## src/rtl/black_box_pkg.sv

```systemverilog
// ============================================================================
// black_box_pkg : shared stage record and count-width helper for the delay line
// Rev 1.0
// ============================================================================
`default_nettype none

// A stage record is {valid, data}; WIDTH varies per instance, hence a macro.
`ifndef BB_STAGE_T
`define BB_STAGE_T(W) struct packed { logic valid; logic [(W)-1:0] data; }
`endif

package black_box_pkg;

  function automatic int cnt_width(input int depth);
    return $clog2(depth + 1);
  endfunction

endpackage

`default_nettype wire

```

## src/rtl/black_box_delay_stage.sv

```systemverilog
// ============================================================================
// black_box_delay_stage : one valid/data stage with load enable and flush
// Rev 1.0
// ============================================================================
`default_nettype none

module black_box_delay_stage #(
  parameter int               WIDTH       = 8,
  parameter logic [WIDTH-1:0] RESET_VALUE = '0
) (
  input  logic           clock,
  input  logic           reset,
  input  logic           load,
  input  logic           flush,
  input  logic [WIDTH:0] d,
  output logic [WIDTH:0] q
);

  typedef `BB_STAGE_T(WIDTH) stage_t;

  stage_t cur;
  stage_t nxt;

  assign nxt = d;
  assign q   = cur;

  // Data of an invalid beat is left untouched so bubbles cost no toggling.
  always_ff @(posedge clock or posedge reset) begin
    if (reset) begin
      cur.valid <= 1'b0;
      cur.data  <= RESET_VALUE;
    end else if (flush) begin
      cur.valid <= 1'b0;
    end else if (load) begin
      cur.valid <= nxt.valid;
      if (nxt.valid) begin
        cur.data <= nxt.data;
      end
    end
  end

endmodule

`default_nettype wire

```

## src/rtl/black_box_delay_line.sv

```systemverilog
// ============================================================================
// black_box_delay_line : valid-tracked DEPTH-stage delay line with invert,
// stall, flush and occupancy count.  Rev 1.0
// ============================================================================
`default_nettype none

module black_box_delay_line
  import black_box_pkg::*;
#(
  parameter int               WIDTH       = 8,
  parameter int               DEPTH       = 4,
  parameter logic [WIDTH-1:0] RESET_VALUE = '0
) (
  input  logic                         clock,
  input  logic                         reset,
  input  logic                         in_valid,
  input  logic [WIDTH-1:0]             in_bits,
  input  logic                         in_invert,
  output logic                         in_ready,
  input  logic                         stall,
  input  logic                         flush,
  output logic                         out_valid,
  output logic [WIDTH-1:0]             out_bits,
  output logic [cnt_width(DEPTH)-1:0]  count
);

  localparam int CW = cnt_width(DEPTH);

  typedef `BB_STAGE_T(WIDTH) stage_t;

  stage_t        chain [DEPTH+1];
  logic          advance;
  logic [CW-1:0] count_r;

  assign advance  = !stall && !flush;
  assign in_ready = !stall;

  assign chain[0] = '{valid: in_valid, data: (in_invert ? ~in_bits : in_bits)};

  for (genvar k = 0; k < DEPTH; k++) begin : g_stage
    black_box_delay_stage #(
      .WIDTH       (WIDTH),
      .RESET_VALUE (RESET_VALUE)
    ) u_stage (
      .clock (clock),
      .reset (reset),
      .load  (advance),
      .flush (flush),
      .d     (chain[k]),
      .q     (chain[k+1])
    );
  end

  assign out_valid = chain[DEPTH].valid;
  assign out_bits  = chain[DEPTH].data;

  // Output beat is always consumed on an advancing edge, so it leaves the count.
  always_ff @(posedge clock or posedge reset) begin
    if (reset) begin
      count_r <= '0;
    end else if (flush) begin
      count_r <= '0;
    end else if (!stall) begin
      count_r <= count_r + CW'(in_valid) - CW'(out_valid);
    end
  end

  assign count = count_r;

  always @(posedge clock) begin
    if (!reset) begin
      assert (count_r <= CW'(DEPTH));
      assert (!(out_valid && (count_r == '0)));
    end
  end

endmodule

`default_nettype wire

```

## config.mk

```make
export PLATFORM = sky130hd
export DESIGN_NAME = black_box_delay_line
export DESIGN_NICKNAME = d
export VERILOG_FILES = /design/src/rtl/black_box_pkg.sv /design/src/rtl/black_box_delay_stage.sv /design/src/rtl/black_box_delay_line.sv
export SDC_FILE = /design/constraint.sdc
export NUM_CORES = 1
export LEC_CHECK = 0
export CAP_MARGIN = 25
export CORE_ASPECT_RATIO = 0.5
export CORE_MARGIN = 3
export CORE_UTILIZATION = 45
export CTS_CLUSTER_SIZE = 14
export DETAILED_ROUTE_END_ITERATION = 12
export PLACE_DENSITY = 0.71
export REMOVE_ABC_BUFFERS = 1
export SYNTH_ARGS = -nofsm -noshare
export SYNTH_HDL_FRONTEND = slang
export SYNTH_SLANG_ARGS = --single-unit
export TNS_END_PERCENT = 30
```

## constraint.sdc

```tcl
create_clock -name clock -period 1.9 [get_ports clock]
set_clock_uncertainty 0.05 [all_clocks]
set_input_delay 0.475 -clock clock [delete_from_list [all_inputs] [get_ports clock]]
set_output_delay 0.475 -clock clock [all_outputs]
set_load 0.02 [all_outputs]
```

==> flow_metrics.tcl <==
set metrics [dict create \
    slowest_delay_ps 390 \
    hold_buffers 0 \
    post-cts-setup-buffers 0 \
    cts.sinks 39 \
    yosysWarnings 0 \
    first_pass_iters 4 \
    grt_use_total 0.1343 \
    worst_slack_ps -37.32 \
    hp-class "reg2reg" \
    clock_latency_ps 280 \
    power_density_nw_per_um2 1007 \
    grt_pass1_wl_um 4954 \
    clkTransAtPathRegs_ps 80 \
    maxSlewViolCount 0 \
    synth_cell_types 18 \
    syn_area_um2 1824 \
    numCtsBuffers 5 \
    synth-simple-area-share 0.06241 \
    layout-area-overhead-vs-synth_pct 22.84 \
    crit_family "adder cells" \
    tightestPinTransition_ps 229.2 \
    core_area_um2 3660 \
    drv_cap 0 \
    synth-xor-area-share 0.04321 \
    syn-instance-count 132 \
    rsz0062_at_grt "true" \
    n_antenna_cell 0 \
    ys.flop_type "dfrtp_1" \
    worst-path-buf-inv 2 \
    cpMaxStageDelayCell "dfrtp_1" \
    yosysSeqAreaShare 0.5350 \
    setup_viol 1 \
    path_max_fanout 2 \
    cts-root-buf "clkbuf_8" \
    htreeDepth 2 \
    place_inst 202 \
    path_class "reg2reg" \
    r2r_setup_slack_ps -40 \
    worstPathCellList "ha_1 -> inv_1 -> ha_1 -> inv_1 -> fa_2 -> xnor2_1 -> or3_1 -> a21oi_1" \
    grt_overflow 0 \
    row_count 15 \
    slew_headroom 0.8469 \
    synth_mux_area_frac 0.2250 \
    nets 175 \
    dieWidth_um 96.05 \
    via_count 991 \
    yosysMostFrequentCell "dfrtp_1" \
    max_freq_mhz 516.2 \
    synthAdderAreaFrac 0.02469 \
    crit_path_end_kind "register" \
    cts_tree "done" \
    n_fill_cell 299 \
    synth-compound-area-share 0.03018 \
    initial_utilization 0.4985 \
    fin_crit_ps 1937 \
    synth_top_family_by_area "multiplexers" \
    drive_above_1_share 0.2830 \
    async_flop_share 1.000 \
    fin_cells 210 \
    timing.hold.ws_ps 454.5 \
    cp-start-kind "register" \
    fp.dieH_um 51.02 \
    p_leak_nw 1.041 \
    grt_pass1_vias 1070 \
    pre_cts_slack_ps -389.9 \
    critical_path_required_ps 2060 \
    violations "negative setup slack" \
    p_total_mw 2.256 \
    avgSynthCellArea_um2 13.82 \
    outcome "complete, but fails checks" \
    place_hpwl_um 1937 \
    drt_iter0_markers 20 \
    synth_area_leaders "dfrtp_1 53%, mux2_4 20%, xnor2_1 4.3%" \
    routed_wl_um 2757 \
    drt-wirelength-per-cell_um 13.13 \
    grt_max_degree 40 \
    synth_common_cells "39 x dfrtp_1, 24 x mux2_4, 15 x nor2_1" \
    synth-seq-cells 39 \
    final.period_utilization 1.020 \
    place.gp.congestion 0.7549 \
    antenna_left 0 \
    yosys.area.top_type_share 0.5350 \
    clock_path_buffers 2 \
    netlist.top_cell.by_area "dfrtp_1" \
    hold_viol 0 \
    io_pins 27 \
    via_per_inst 4.719 \
    irDropWorstVdd_uv 423.0 \
    dieArea_um2 4900 \
    critPathArrivalTime_ps 2100 \
    synth_edf_count 0 \
    drc 0 \
    port_buffers 26 \
    tns_ps -37.32 \
    antenna_found_initial 0 \
]
==> cells in the final DEF (no fill, tap or decap), types with 3 or more instances in the layout <==
cell	n
clkdlybuf4s50_1	22
nor2_1	15
xnor2_1	9
mux2_4	24
and2_4	3
inv_1	5
mux2i_1	5
a21oi_1	10
clkbuf_8	5
dlygate4sd2_1	3
buf_4	6
dfrtp_1	39
==> logic make-up after synthesis <==
kind of cell    Yosys count
mux                      29
flops                    39
xor+xnor                  9
fa+ha+maj                 3
compound gates           11
buf+inv                  20
simple gates             21
==> registers in the layout, summed over array words and instances, names as in the netlist <==
name,count
count,3
g_stage.u_stage.q,36
==> metrics by stage <==
stage               area (µm²)  utilization
floorplan                 1698            -
CTS                       2238       0.6116
global placement          2107       0.5757
detailed placement        2107       0.5757
finish                    2241       0.6123
global route              2241       0.6123
==> metal layers <==
metal	global-route usage	share of wire
met5	0	0
met1	0.1793	0.50
met4	0.04953	0.012
met2	0.2011	0.44
met3	0.04706	0.046
==> layout make-up <==
type,instances,area (µm²),share of cell area
clock buffers,6,72.57,0.03238
clock inverters,2,60.06,0.02680
multi-input cells,73,705.7,0.3149
repair buffers,34,344.1,0.1535
flip-flops and latches,39,975.9,0.4355
well taps,51,63.81,0.02848
inverters,5,18.77,0.008375
==> power by group <==
group	internal [mW]	switching [mW]	leakage, nW
registers	0.986	0.0898	0.495
clock network	0.525	0.284	0.0654
logic	0.252	0.119	0.481
total	1.76	0.493	1.04
==> timing repair <==
action | in CTS | in global routing
pin swaps | 1 | 0
resized for setup | 4 | 1
setup endpoints to repair | 4 | 2
==> worst paths after layout <==
check / end / from / cells after the start
worst min-delay path: g_stage[1].u_stage.q[6] / g_stage[0].u_stage.q[6] / 1
worst max-delay path: count[2] / g_stage[3].u_stage.q[8] / 8
worst max register to register: count[2] / g_stage[3].u_stage.q[8] / 8
max in group asynchronous: g_stage[2].u_stage.q[8] / reset / 3
min in group asynchronous: g_stage[3].u_stage.q[6] / reset / 3
worst min register to register: g_stage[1].u_stage.q[6] / g_stage[0].u_stage.q[6] / 1
Power figures use the tool's default switching activity.
